===== src/rtl/fifo_pkg.sv =====
// Shared async-FIFO package: default geometry and Gray/binary conversion helpers.
// Both helpers work on zero-extended values up to GRAY_W_MAX bits. The extra zero
// MSBs do not change the result, so callers cast to and from their own pointer width.
package fifo_pkg;

  localparam int unsigned FIFO_ADDRSIZE = 9;
  localparam int unsigned FIFO_DATASIZE = 8;
  localparam int unsigned GRAY_W_MAX    = 32;

  // Binary to reflected Gray code.
  function automatic logic [GRAY_W_MAX-1:0] bin2gray(input logic [GRAY_W_MAX-1:0] b);
    return b ^ (b >> 1);
  endfunction

  // Gray to binary: each bit is the XOR of itself and every Gray bit above it.
  function automatic logic [GRAY_W_MAX-1:0] gray2bin(input logic [GRAY_W_MAX-1:0] g);
    logic [GRAY_W_MAX-1:0] b;
    b[GRAY_W_MAX-1] = g[GRAY_W_MAX-1];
    for (int i = int'(GRAY_W_MAX) - 2; i >= 0; i--) begin
      b[i] = b[i+1] ^ g[i];
    end
    return b;
  endfunction

endpackage


===== src/rtl/read_out_buf.sv =====
// Two-entry first-word-fall-through register FIFO for the read port.
// Ports:
//   i_clk, i_rst_n : clock, async active-low reset
//   i_push, i_push_data : write a word (a simultaneous pop is allowed)
//   i_pop          : remove the head word (ignored when empty)
//   o_cnt          : number of held words, 0..2
//   o_head         : head word; it holds steady until popped
//   o_valid        : head word present
module read_out_buf
  import fifo_pkg::*;
#(
  parameter int unsigned DW = FIFO_DATASIZE
) (
  input  logic          i_clk,
  input  logic          i_rst_n,
  input  logic          i_push,
  input  logic [DW-1:0] i_push_data,
  input  logic          i_pop,
  output logic [1:0]    o_cnt,
  output logic [DW-1:0] o_head,
  output logic          o_valid
);

  logic [1:0]    r_cnt;
  logic [DW-1:0] r_ent0;
  logic [DW-1:0] r_ent1;
  logic          w_pop;
  logic [1:0]    w_cnt_next;

  assign w_pop      = i_pop & (r_cnt != 2'd0);
  assign w_cnt_next = 2'(r_cnt + 2'(i_push) - 2'(w_pop));

  // The entry 0 register is always the head. A pop shifts entry 1 down.
  always_ff @(posedge i_clk or negedge i_rst_n) begin
    if (!i_rst_n) begin
      r_cnt  <= 2'd0;
      r_ent0 <= '0;
      r_ent1 <= '0;
    end else begin
      r_cnt <= w_cnt_next;
      case ({i_push, w_pop})
        2'b10: begin
          if (r_cnt == 2'd0) r_ent0 <= i_push_data;
          else               r_ent1 <= i_push_data;
        end
        2'b01: r_ent0 <= r_ent1;
        2'b11: begin
          if (r_cnt == 2'd1) begin
            r_ent0 <= i_push_data;
          end else begin
            r_ent0 <= r_ent1;
            r_ent1 <= i_push_data;
          end
        end
        default: ;
      endcase
    end
  end

  assign o_cnt   = r_cnt;
  assign o_head  = r_ent0;
  assign o_valid = (r_cnt != 2'd0);

endmodule


===== src/rtl/read_ptr_fwft.sv =====
// Read-domain pointer, empty/level flags and FWFT output for the async FIFO.
// The module holds the binary and Gray read pointers and drives the synchronous
// memory read port. A 2-entry output buffer lets it sustain one word per cycle.
// Optional macro RPTR_LEVEL_EN: when defined, rlevel and raempty come from the
// synchronized write pointer through a gray2bin converter. When undefined, rlevel
// is 0 and raempty follows rempty.
// Ports:
//   rclk, r_rst_n : read clock, async active-low reset
//   wptr_sync     : Gray write pointer already synchronized into rclk
//   mem_rdata     : memory read data, one cycle after mem_ren
//   rd_ready      : consumer accepts rd_data
//   raddr, mem_ren: memory read address and combinational read enable
//   rptr          : registered Gray read pointer for the write domain
//   rempty, raempty, rlevel : registered empty, almost-empty and fill level
//   rd_valid, rd_data       : FWFT consumer interface
module read_ptr_fwft
  import fifo_pkg::*;
#(
  parameter int unsigned ADDRSIZE      = FIFO_ADDRSIZE,
  parameter int unsigned DATASIZE      = FIFO_DATASIZE,
  parameter int unsigned AEMPTY_THRESH = 4
) (
  input  logic                rclk,
  input  logic                r_rst_n,
  input  logic [ADDRSIZE:0]   wptr_sync,
  input  logic [DATASIZE-1:0] mem_rdata,
  input  logic                rd_ready,
  output logic [ADDRSIZE-1:0] raddr,
  output logic                mem_ren,
  output logic [ADDRSIZE:0]   rptr,
  output logic                rempty,
  output logic                raempty,
  output logic [ADDRSIZE:0]   rlevel,
  output logic                rd_valid,
  output logic [DATASIZE-1:0] rd_data
);

  localparam int unsigned PTR_W = ADDRSIZE + 1;

  logic [PTR_W-1:0] r_rbin;
  logic [PTR_W-1:0] r_rptr;
  logic             r_rempty;
  logic             r_inflight;

  logic [PTR_W-1:0] w_rbin_next;
  logic [PTR_W-1:0] w_rgray_next;
  logic [1:0]       w_obuf_cnt;
  logic             w_rd_valid;
  logic             w_pop;
  logic [2:0]       w_fill_next;

  // Fetch only while buffer plus in-flight words stay at most 2 after this edge.
  assign w_pop       = w_rd_valid & rd_ready;
  assign w_fill_next = 3'(3'(w_obuf_cnt) + 3'(r_inflight) - 3'(w_pop));
  assign mem_ren     = ~r_rempty & (w_fill_next <= 3'd1);

  assign w_rbin_next  = 2'(0) + PTR_W'(r_rbin + PTR_W'(mem_ren));
  assign w_rgray_next = PTR_W'(bin2gray(GRAY_W_MAX'(w_rbin_next)));

  // Pointer, empty flag and in-flight marker.
  always_ff @(posedge rclk or negedge r_rst_n) begin
    if (!r_rst_n) begin
      r_rbin     <= '0;
      r_rptr     <= '0;
      r_rempty   <= 1'b1;
      r_inflight <= 1'b0;
    end else begin
      r_rbin     <= w_rbin_next;
      r_rptr     <= w_rgray_next;
      r_rempty   <= (w_rgray_next == wptr_sync);
      r_inflight <= mem_ren;
    end
  end

  assign raddr  = r_rbin[ADDRSIZE-1:0];
  assign rptr   = r_rptr;
  assign rempty = r_rempty;

`ifdef RPTR_LEVEL_EN
  logic [PTR_W-1:0] w_wbin_sync;
  logic [PTR_W-1:0] w_level_next;
  logic [PTR_W-1:0] r_rlevel;
  logic             r_raempty;

  // Modulo subtraction gives the unfetched word count, up to 2^ADDRSIZE.
  assign w_wbin_sync  = PTR_W'(gray2bin(GRAY_W_MAX'(wptr_sync)));
  assign w_level_next = w_wbin_sync - w_rbin_next;

  // Level and almost-empty registers.
  always_ff @(posedge rclk or negedge r_rst_n) begin
    if (!r_rst_n) begin
      r_rlevel  <= '0;
      r_raempty <= 1'b1;
    end else begin
      r_rlevel  <= w_level_next;
      r_raempty <= (w_level_next <= PTR_W'(AEMPTY_THRESH));
    end
  end

  assign rlevel  = r_rlevel;
  assign raempty = r_raempty;
`else
  assign rlevel  = '0;
  assign raempty = r_rempty;
`endif

  // A word fetched on the previous cycle lands in the buffer at this edge.
  read_out_buf #(
    .DW(DATASIZE)
  ) u_obuf (
    .i_clk       (rclk),
    .i_rst_n     (r_rst_n),
    .i_push      (r_inflight),
    .i_push_data (mem_rdata),
    .i_pop       (w_pop),
    .o_cnt       (w_obuf_cnt),
    .o_head      (rd_data),
    .o_valid     (w_rd_valid)
  );

  assign rd_valid = w_rd_valid;

endmodule

===== config.mk =====
export PLATFORM = sky130hd
export DESIGN_NAME = read_ptr_fwft
export DESIGN_NICKNAME = d
export VERILOG_FILES = /design/src/rtl/fifo_pkg.sv /design/src/rtl/read_out_buf.sv /design/src/rtl/read_ptr_fwft.sv
export SDC_FILE = /design/constraint.sdc
export NUM_CORES = 1
export LEC_CHECK = 0
export BUFFER_PORTS_ARGS = -buffer_cell sky130_fd_sc_hd__buf_2
export CAP_MARGIN = 30
export CELL_PAD_IN_SITES_DETAIL_PLACEMENT = 1
export CELL_PAD_IN_SITES_GLOBAL_PLACEMENT = 1
export CORE_AREA = 3 3 81 83
export CTS_CLUSTER_DIAMETER = 80
export CTS_CLUSTER_SIZE = 14
export DETAILED_ROUTE_END_ITERATION = 8
export DIE_AREA = 0 0 84 86
export GPL_ROUTABILITY_DRIVEN = 0
export PLACE_DENSITY_LB_ADDON = 0.1
export SYNTH_ARGS = -nofsm -noshare
export SYNTH_HDL_FRONTEND = slang
export SYNTH_HIERARCHICAL = 1
export SYNTH_SLANG_ARGS = --single-unit

===== constraint.sdc =====
create_clock -name rclk -period 5.72 [get_ports rclk]
set_input_delay 1.144 -clock rclk [delete_from_list [all_inputs] [get_ports rclk]]
set_output_delay 1.144 -clock rclk [all_outputs]
set_load 0.01 [all_outputs]

# Yosys cells after proc, flatten, opt, wreduce, memory -nomap -nowiden
# Index checks and enable logic that the tools add are counted.
totals:
  register_bits: 40
  input_bits: 21
  output_inout_bits: 41
  word_cells: 38
classes:
  add_sub_neg: 5
  n_lt_le_gt_ge: 1
  n_eq_ne: 8
  mux: 6
  bitwise: 5
  n_reduce_logical: 6
op_table:
  columns: ["cell", "n"]
  rows:
  - ["$mux W8", 4]
  - ["$pmux W8 S3", 1]
  - ["$pmux W8 S2", 1]
  - ["$add A10 B1 Y10", 1]
  - ["$eq A10 B10 Y1", 1]
  - ["$xor A10 B9 Y10", 1]
  - ["$eq A2 B1 Y1 const B", 2]
  - ["$eq A2 B2 Y1 const B", 2]
  - ["$ne A2 B2 Y1 const B", 2]
  - ["$reduce_bool A2 Y1", 2]
  - ["$add A2 B1 Y3", 1]
  - ["$and A1 B1 Y1", 3]
  - ["$le A3 B1 Y1 const B", 1]
  - ["$reduce_and A3 Y1", 1]
  - ["$reduce_bool A3 Y1", 1]
  - ["$sub A3 B1 Y3", 1]
  - ["$add A2 B1 Y2", 1]
  - ["$logic_not A2 Y1", 1]
  - ["$ne A2 B1 Y1 const B", 1]
  - ["$reduce_and A2 Y1", 1]
  - ["$sub A2 B1 Y2", 1]
  - ["$not A1 Y1", 1]

# Logic depth before layout (Yosys ltp)
# Gate-level depths: netlist of the first run.
logic_depth:
  word_depth: 8
  ltp_mapped: 18
  ltp_nobuf: 17

# Modules after synthesis
# The synthesis of the first run kept the hierarchy.
by_module_without_submodules:
  columns: ["mod", "n_inst", "cells_each", "area_each_um2", "seq_area_each_um2"]
  rows:
  - ["read_ptr_fwft", 1, 117, 1307.5, 526.8]
  - ["read_out_buf", 1, 99, 1012.2, 450.4]

# Worst setup path before layout of the first run
# Ideal clock, no wire load.
synth_timing:
  path_kind: "input port to flip-flop"
  start: "input port rd_ready"
  end: "register r_rempty, in the netlist raempty"
  setup_time_ps: 81
  arrival_time_ps: 4658
  required_ps: 5639
  slack_ps: 980
  cell_stages: 16
  path_buffers: 0
  cell_sequence: "and2_1 > ha_1 > inv_1 > ha_1 > inv_1 > fa_1 > xor2_1 > nor3b_1 > ha_1 > ha_1 > a21boi_2 > a21oi_1 > o32ai_1 > xnor2_1 > mux2_1 > a211oi_2"
synth_via:
  elab_chain_cells: 7
synth_lines:
  columns: ["item", "line", "rtl"]
  rows:
  - ["from (decl)", "read_ptr_fwft.sv:27", "input logic rd_ready,"]
  - ["$and A1 B1 Y1", "read_ptr_fwft.sv:53", "assign w_pop = w_rd_valid & rd_ready;"]
  - ["$sub A3 B1 Y3", "read_ptr_fwft.sv:54", "assign w_fill_next = 3'(3'(w_obuf_cnt) + 3'(r_inflight) - 3'(w_pop));"]
  - ["$le A3 B1 Y1", "read_ptr_fwft.sv:55", "assign mem_ren = ~r_rempty & (w_fill_next <= 3'd1);"]
  - ["$and A1 B1 Y1", "read_ptr_fwft.sv:55", null]
  - ["net mem_ren", "read_ptr_fwft.sv:29", "output logic mem_ren,"]
  - ["$add A10 B1 Y10", "read_ptr_fwft.sv:57", "assign w_rbin_next = 2'(0) + PTR_W'(r_rbin + PTR_W'(mem_ren));"]
  - ["$xor A10 B9 Y10", "fifo_pkg.sv:12", "return b ^ (b >> 1);"]
  - ["$eq A10 B10 Y1", "read_ptr_fwft.sv:70", "r_rempty <= (w_rgray_next == wptr_sync);"]
  - ["to (signal assigned)", "read_ptr_fwft.sv:70", null]
  - ["to (decl)", "read_ptr_fwft.sv:42", "logic r_rempty;"]
# The timed path passes the listed nets, and every way through them passes these cells.
# A chain may end at the register's enable or synchronous reset.

# Worst setup path after layout of the first run
layout_timing:
  start: "input port rd_ready"
  end: "register r_rempty, in the netlist raempty"
layout_via:
  elab_chain_cells: 7
layout_lines:
  columns: ["item", "line", "rtl"]
  rows:
  - ["$and A1 B1 Y1", "read_ptr_fwft.sv:53", null]
  - ["net w_pop", "read_ptr_fwft.sv:49", "logic w_pop;"]
  - ["$sub A3 B1 Y3", "read_ptr_fwft.sv:54", null]
  - ["$le A3 B1 Y1", "read_ptr_fwft.sv:55", null]
  - ["$and A1 B1 Y1", "read_ptr_fwft.sv:55", null]
  - ["$add A10 B1 Y10", "read_ptr_fwft.sv:57", null]
  - ["net w_rbin_next[2]", "read_ptr_fwft.sv:45", "logic [PTR_W-1:0] w_rbin_next;"]
  - ["$xor A10 B9 Y10", "fifo_pkg.sv:12", null]
  - ["$eq A10 B10 Y1", "read_ptr_fwft.sv:70", null]
# The timed path passes the listed nets, and every way through them passes these cells.

==> results of run 1 <==
logic make-up after synthesis:
logic type,count (synthesis)
AOI/OAI and AO/OA,38
xor gates and xnor gates,30
adders and majority gates,6
buffers and inverters,28
DFF,39
muxes,9
other,1
and+or+nand+nor,65
worst max-delay path, cell delays in order:
cell and delay [ns]:
buf_2 0.09, and2_1 0.16, ha_1 0.27, inv_1 0.06, ha_1 0.13, inv_1 0.05
fa_1 0.37, xor2_1 0.17, nor3b_1 0.33, ha_1 0.37, ha_1 0.32, xor2_1 0.31
xor2_1 0.13, or3_1 0.36, a211oi_1 0.27, nand4_1 0.15, a211oi_2 0.17
state kept, by name (all words and copies together), names as in the netlist:
signal         count
r_inflight         1
r_rbin            10
raempty            1
rptr               9
u_obuf/o_cnt       2
u_obuf/o_head      8
u_obuf/r_ent1      8
synthesized netlist by cell type, types with 2 or more instances:
library cell and instances:
o21ai_0 17, xnor2_1 12, buf_2 5, xor2_1 14
nand2_1 6, and2_1 2, buf_4 13, nor2_1 9
inv_1 7, nor3_1 2, xnor3_1 2, or2b_1 5
nand2b_1 4, a21oi_1 3, nor3b_1 10, or3_1 3
dfrtp_1 38, nand3_1 5, mux2_2 8, o2111a_1 8
ha_1 5, clkbuf_1 3, nor2b_1 9
layout make-up:
type	instances	area, um2	area share
clock buffers	5	68.8	0.0257
well taps	75	93.8	0.0351
multi-input cells	158	1220	0.455
inverters	7	26.3	0.00982
repair buffers	54	278	0.104
clock inverters	3	15.0	0.00561
flip-flops and latches	39	977	0.365
where the power goes:
group / switching [uW] / total [uW] / internal, uW / leakage, uW
registers: 114 / 511 / 397 / 0.000474
logic: 419 / 800 / 381 / 0.000712
clock network: 98.4 / 182 / 83.5 / 0.0000477
total: 631 / 1490 / 861 / 0.00123
through the flow:
stage / hold slack (ns) / util / std cells / setup WS, ns
5_1_grt: 0.561 / 0.452 / 341 / 0.713
6_report: 0.541 / 0.452 / 341 / 1.08
3_5_place_dp: 0.523 / 0.438 / 333 / 0.743
3_3_place_gp: 0.513 / 0.438 / 333 / 0.837
2_1_floorplan: 0.504 / - / 225 / 0.980
4_1_cts: 0.541 / 0.452 / 341 / 1.03
per-layer routing:
metal  vias to the layer above  part of all wire  track usage  wire length, um
li1                        825                 -            -                -
met1                       859              0.42        0.189             2280
met2                        37              0.53        0.275             2830
met3                         5             0.042       0.0355              227
met4                         0            0.0097       0.0468               52
met5                         -                 0            0                0
worst paths after layout:
kind                                  startpoint                to  slack (ns)  cells after the start
worst max-delay path                    rd_ready           raempty        1.08                     17
worst min-delay path            u_obuf/r_ent1[6]  u_obuf/r_ent1[6]        0.54                      1
worst max register to register   u_obuf/o_cnt[0]           raempty        1.29                     17
worst min register to register  u_obuf/r_ent1[6]  u_obuf/r_ent1[6]        0.54                      1
max in group asynchronous                r_rst_n           rptr[0]        4.18                      1
min in group asynchronous                r_rst_n  u_obuf/o_head[5]        0.97                      1
==> flow_summary.toml, run 1 <==
[status]
status = "finished, final reports clean"

[detailed_routing]
drc_errors = 0
routedWlPerCell_um = 15.8
drtIter0Drc = 36
num_vias = 1726
routed_wl_um = 5380
via_per_inst = 5.06
firstDrtPassIters = 4
drt.antenna.violating_nets = 0

[sta]
fin_skew_ns = 0.00698
grt_setup_unrepaired = "no"
maxSlewViolCount = 0
hold_viol = 0
fin_crit_sh = 0.811
timing.fmax_ghz = 0.216
relSlewSlack = 0.402
period_needed_ns = 4.64
setup_tns_ns = 0
finalSetupViolations = 0
worstMarginPinSlew_ns = 0.898

[clock_tree]
ctsRootBufferMaster = "clkbuf_8"
cts_tree = "done"
ctsResizeCount = 0
insertion_delay_ns = 0.29
htree_levels = 2
clock_path_buffers = 2
clkTransAtPathRegs_ns = 0.08
cts_buffers = 5
cts_setup_buffers = 0
cts.sinks = 39
hold_buffers = 0

[cells_and_area]
layout.nets = 292
final_cell_area_um2 = 2680
final_cell_mix = "buf_2 (51), dfrtp_1 (38), o21ai_0 (17), xor2_1 (14), xnor2_1 (12)"
drive_above_1_share = 0.301
num-fill-cells = 695
synthToLayoutAreaGrowth_pct = 15.3
diodes = 0
layout_commonest_cell = "buf_2"

[placement]
dpl_cell_area_um2 = 2590
hpwl_um = 4020
portBuffers = 51

[global_route]
grt_pass1_wl_um = 8940
overflow = 0
antenna_found_initial = 0
grt_max_degree = 40
grtUsageTotal = 0.155
grt_pass1_vias = 1799

[setup_path]
critical_path_class = "in2reg"
cp-end-kind = "flop"
critPathRequiredTime_ns = 5.93
crit_path_max_fanout = 7
crit_arrival_ns = 4.85
start_kind = "primary input"

[logic_synthesis]
ys_seq_area_frac = 0.421
syn_area_um2 = 2320
yosys-top-cells-area = "dfrtp_1 (41%), xor2_1 (5.3%), xnor2_1 (4.5%)"
yosys.area_share.simple = 0.175
syn_avg_cell_area_um2 = 10.7
synth_top_area_frac = 0.410
async_flop_share = 1.00
synth_adder_area_share = 0.0356
synth-compound-area-share = 0.119
synthXorXnorAreaFrac = 0.135
synth_top_flop_cell = "dfrtp_1"
synth_largest_area_cell = "dfrtp_1"
muxShareOfSynthArea = 0.0437
synth_top_family_by_area = "simple AND/OR/NAND/NOR gates"
synth_edf_count = 0
ys_warn_count = 6
yosysUniqueCellTypes = 49
syn_inst = 216
synth-seq-cells = 39

[power]
vdd_drop_max_mv = 0.369
power.total_uw = 1490
leakage_uw = 0.00123
powerDensity_nw_per_um2 = 558

[die]
io_pins = 62
die_area_um2 = 7220
start_util = 0.392
die_h_um = 86
core-area_um2 = 5920
die_w_um = 84
rows = 28

[min_path]
hold_path.class = "reg2reg"

[flow_run]
maxCapViolCount = 0
(Power assumes the default switching activity.)
==> inputs of run 2 (changes only) <==
- ABC_AREA: unset -> 1
- CORE_AREA: 3 3 81 83 -> 3 3 85 87
- DIE_AREA: 0 0 84 86 -> 0 0 88 90
- clock period: 5.72 -> 4.68 ns (I/O delays scaled with it)
==> run 2 against run 1 <==
  * First-iteration DRC count is 11% higher
  * Global-route usage is 2.1 points higher
  * Synthesized area up 7.2%
  * Critical path depth up 7
  * Synthesized cell count is 59% higher
  * Worst hold slack got worse by 0.034 ns
  * Clock skew increased by 0.00093 ns
  * Sequential cell count unchanged
  * Via count is 35% higher
  * Critical endpoint unchanged
==> flow_summary.toml, run 2 <==
[status]
status = "finished, final reports clean"

[global_route]
overflow = 0
grt_pass1_vias = 2341
grtUsageTotal = 0.176
grt_pass1_wl_um = 11100
grt_max_degree = 40
antenna_found_initial = 0

[setup_path]
regToRegSetupSlack_ns = 0.76
path_common_cell = "nand2_1"
crit_arrival_ns = 4.15
critPathRequiredTime_ns = 4.91
crit_path_max_fanout = 9
r2r_start = "u_obuf/o_cnt[1]"
start_kind = "flop"
critical_path_class = "reg2reg"
cp_cell_sequence = "inv_2 -> nand2_4 -> nand2_1 -> inv_1 -> ha_1 -> inv_1 -> ha_1 -> inv_1 -> fa_1 -> xnor2_1 -> nand2_1 -> nor2_1 -> ha_1 -> ha_1 -> or2_2 -> nand2_1 -> nand2_1 -> nand2_1 -> nand2_1 -> nor2_1 -> nand3_1 -> nor2_1 -> nand2_1 -> nor2_2"
slowest_stage = "dfrtp_1"
regToRegEndpoint = "raempty"
critical_path.max_stage_delay_ns = 0.51
cp-end-kind = "flop"
reg2reg_depth = 24

[clock_tree]
cts_tree = "done"
cts.sinks = 39
cts_setup_buffers = 0
ctsResizeCount = 0
clkTransAtPathRegs_ns = 0.08
insertion_delay_ns = 0.29
cts_buffers = 5
ctsRootBufferMaster = "clkbuf_8"
clock_path_buffers = 2
htree_levels = 2
hold_buffers = 0

[logic_synthesis]
synth_largest_area_cell = "dfrtp_1"
syn_area_um2 = 2490
yosysMostFrequentCell = "nand2_1"
async_flop_share = 1.00
ys_warn_count = 6
synth_top_flop_cell = "dfrtp_1"
syn_avg_cell_area_um2 = 7.25
yosys-top-cells-area = "dfrtp_1 (38%), nand2_1 (18%), nand3_1 (7.4%)"
ys_seq_area_frac = 0.393
yosys-top-cells-count = "nand2_1 (117), inv_1 (39), dfrtp_1 (38), nand3_1 (37), nor2_1 (26)"
synth_edf_count = 0
syn_inst = 343
yosysUniqueCellTypes = 27
synth-seq-cells = 39
synth_top_area_frac = 0.382

[power]
powerDensity_nw_per_um2 = 703
vdd_drop_max_mv = 0.263
leakage_uw = 0.00162

[cells_and_area]
layout.nets = 426
top_register = "r_rbin"
diodes = 0
utilization = 0.457
final_cell_mix = "nand2_1 (117), buf_2 (51), inv_1 (39), dfrtp_1 (38), nand3_1 (37)"
largest_register_ffs = 10
layout_commonest_cell = "nand2_1"
synthToLayoutAreaGrowth_pct = 18.0
drive_above_1_share = 0.243

[placement]
hpwl_um = 5040
portBuffers = 51

[die]
rows = 29
die_area_um2 = 7920
start_util = 0.387
die_w_um = 88
die_h_um = 90
core-area_um2 = 6420
io_pins = 62

[flow_run]
maxCapViolCount = 0

[sta]
fin_crit_sh = 0.838
timing.fmax_ghz = 0.255
hold_viol = 0
finalSetupViolations = 0
period_needed_ns = 3.92
maxSlewViolCount = 0
fin_skew_ns = 0.00790
setup_tns_ns = 0
grt_setup_unrepaired = "no"

[min_path]
hold_path.class = "reg2reg"
min_to = "u_obuf/o_head[6]"
min_from = "u_obuf/o_head[6]"
holdPathStages = 2

[detailed_routing]
drc_errors = 0
firstDrtPassIters = 4
drt.antenna.violating_nets = 0
routed_wl_um = 6590
num_vias = 2324
drtIter0Drc = 40
via_per_inst = 4.87
routedWlPerCell_um = 13.8
==> run 2: cell types whose count changed in the layout (fill, tap and decap cells not counted), moves of 10 or more <==
cell	before	now
nor2_1	9	26
nand2_2	0	14
xnor2_1	12	2
nand3_1	5	37
xor2_1	14	0
inv_1	7	39
nor3b_1	10	0
nand2_1	6	117
==> run 2: how the worst max path moves through the flow <==
stage               slack [ns]            start  cells after the start      end
floorplan                 0.90         rd_ready                     22  raempty
global placement          0.58         rd_ready                     23  raempty
detailed placement        0.54         rd_ready                     23  raempty
CTS                       0.72  u_obuf/o_cnt[1]                     24  raempty
global route              0.43  u_obuf/o_cnt[1]                     24  raempty
finish                    0.76  u_obuf/o_cnt[1]                     24  raempty
==> run 2: worst max-delay path, delay by kind of cell (launching register included) <==
family	cells	cell delay, ns
AND/OR/NAND/NOR	14	1.58
adder cells (fa/ha/maj)	5	1.31
flip-flops	1	0.51
buffers and inverters	4	0.30
XOR/XNOR	1	0.16
==> run 2: area by class of cell <==
cell class,instances,area [um2]
Multi-Input combinational cell,256,1270
Clock inverter,2,60.1
Tap cell,77,96.3
Inverter,43,161
Timing Repair Buffer,54,298
Clock buffer,6,72.6
Sequential cell,39,977
Fill cell,841,3490
==> run 2: where the power goes <==
part	switching (uW)	leakage (uW)	total, uW	internal, uW
Combinational	714	0.00108	1120	405
Sequential	120	0.000479	606	486
Clock	126	0.0000654	339	213
==> run 2: cells by family after synthesis <==
group	Yosys count	synth area share
and+or+nand+nor	219	0.408
other	1	0.00151
AOI/OAI and AO/OA	19	0.0473
adders and majority gates	6	0.0332
buffers and inverters	57	0.110
DFF	39	0.393
xor gates and xnor gates	2	0.00704
==> run 2: per-stage QoR <==
stage	std cells	worst slack, ns	instance area, um2	total power [uW]	hold slack, ns
global placement	468	0.583	2780	1710	0.490
CTS	476	0.722	2910	2090	0.517
global route	477	0.428	2940	2270	0.555
detailed placement	468	0.538	2780	1740	0.497
floorplan	352	0.901	2520	1400	0.474
finish	477	0.760	2940	2060	0.507
==> run 2: metal layers <==
layer  GRT usage  up-vias  wire length [um]
met1       0.210     1116              2870
met4      0.0499        0                76
met3      0.0302        6               240
li1            -     1160                 -
met5           0        -                 0
met2       0.316       42              3400
==> inputs of run 3 (changes only) <==
- ABC_AREA: 1 -> 0
- CORE_AREA: 3 3 85 87 -> 3 3 81 83
- DIE_AREA: 0 0 88 90 -> 0 0 84 86
- clock period: 4.68 -> 4 ns (I/O delays scaled with it)
==> run 3 against run 2 <==
  * Register-to-register slack worse by 0.53 ns
  * Utilization up 3.0 points
  * Clock power down 12%
  * Via count down 24%
  * Fmax up 4.1%
  * Non-clock buffer count up 13
  * Critical path depth down 7
  * Setup slack worse by 0.53 ns
  * Sequential share of layout area up 0.61 points
  * Critical endpoint unchanged
==> flow_summary.toml, run 3 (synthesis results as in run 1) <==
[status]
status = "finished, final reports clean"

[cells_and_area]
multi_input_area_um2 = 1300
diodes = 0
seq_area_um2 = 978
synthToLayoutAreaGrowth_pct = 24.4
drive_above_1_share = 0.373
top_register = "r_rbin"
largest_register_ffs = 10
layout_commonest_cell = "buf_2"
layout.nets = 305
utilization = 0.488
final_cell_mix = "buf_2 (51), dfrtp_1 (37), o21ai_0 (17), buf_4 (15), xor2_1 (13)"
fin_cells = 354
num-fill-cells = 671

[sta]
hold_slack_ns = 0.291
finalSetupViolations = 0
fin_crit_sh = 0.942
timing.fmax_ghz = 0.265
grt_setup_unrepaired = "no"
maxSlewViolCount = 0
period_needed_ns = 3.77
worstMarginPinSlew_ns = 0.899
fin_skew_ns = 0.00398
setup_tns_ns = 0
relSlewSlack = 0.396
hold_viol = 0

[global_route]
grt_pass1_vias = 1905
grt_pass1_wl_um = 9310
grtUsageTotal = 0.164
antenna_found_initial = 0
overflow = 0
grt_max_degree = 40

[detailed_routing]
drc_errors = 0
drt.antenna.violating_nets = 0
num_vias = 1772
drtIter0Drc = 29
routedWlPerCell_um = 15.8
routed_wl_um = 5600
firstDrtPassIters = 4
via_per_inst = 5.01

[clock_tree]
htree_levels = 2
clkTransAtPathRegs_ns = 0.08
clock_path_buffers = 2
ctsRootBufferMaster = "clkbuf_8"
hold_buffers = 0
cts.sinks = 39
cts_buffers = 5
cts_tree = "done"
insertion_delay_ns = 0.29

[setup_path]
path_common_cell = "ha_4"
cp_cell_sequence = "or2_4 -> and2_4 -> ha_4 -> inv_2 -> ha_4 -> inv_2 -> fa_2 -> xor2_1 -> nor3b_2 -> ha_2 -> ha_4 -> and3_2 -> nand3_2 -> xnor2_4 -> xnor2_1 -> or3_1 -> a211oi_2"
crit_path_max_fanout = 6
crit_arrival_ns = 3.98
start_kind = "flop"
slowest_stage = "dfrtp_2"
r2r_start = "u_obuf/o_cnt[1]"
cp-end-kind = "flop"
critPathBufInv = 2
crit_family = "simple AND/OR/NAND/NOR gates"
critPathRequiredTime_ns = 4.22
critical_path.max_stage_delay_ns = 0.40
critical_path_class = "reg2reg"
crit_start = "u_obuf/o_cnt[1]"

[die]
rows = 28
die_area_um2 = 7220
io_pins = 62
start_util = 0.392
die_h_um = 86
core-area_um2 = 5920
die_w_um = 84

[flow_run]
maxCapViolCount = 0

[power]
leakage_uw = 0.00131
vdd_drop_max_mv = 0.594
powerDensity_nw_per_um2 = 826

[placement]
dp_cells = 345
hpwl_um = 4120
portBuffers = 51

[min_path]
hold_path.class = "in2async"
==> run 3: final cells by class <==
class / count / area share
clock buffers: 8 / 0.0347
inverters: 7 / 0.00910
multi-input cells: 158 / 0.450
flip-flops and latches: 39 / 0.339
well taps: 75 / 0.0325
repair buffers: 67 / 0.134
==> run 3: metrics by stage <==
step	cell area (um2)	total power [uW]	setup WS, ns
floorplan	2430	1660	-0.0572
global placement	2750	2070	-0.0243
detailed placement	2750	2100	-0.0773
CTS	2850	2420	0.161
global route	2890	2600	0.0173
finish	2890	2380	0.233
==> run 3: routing by layer <==
layer | global-route usage | vias up | wire (um)
met1 | 0.189 | 878 | 2310
met5 | 0 | - | 0
met4 | 0.0570 | 0 | 82
met2 | 0.302 | 35 | 2990
met3 | 0.0327 | 6 | 222
li1 | - | 853 | -
==> run 3: power breakdown <==
part	switching, uW	internal, uW
Sequential	156	568
Combinational	667	694
Clock	142	158
Total	965	1420
==> run 3: worst paths after layout <==
| path | cells past startpoint | slack, ns | endpoint |
|---|---|---|---|
| worst max-delay path | 17 | 0.23 | raempty |
| max in group asynchronous | 2 | 3.24 | raempty |
| worst min-delay path | 1 | 0.29 | u_obuf/r_ent1[4] |
| min in group rclk | 1 | 0.54 | u_obuf/r_ent1[5] |
| worst max register to register | 17 | 0.23 | raempty |
| worst min register to register | 1 | 0.54 | u_obuf/r_ent1[5] |
==> run 3: what timing repair did <==
item,CTS,global route
setup endpoints to repair,0,1
gates resized for setup,0,2
buffers inserted,0,0
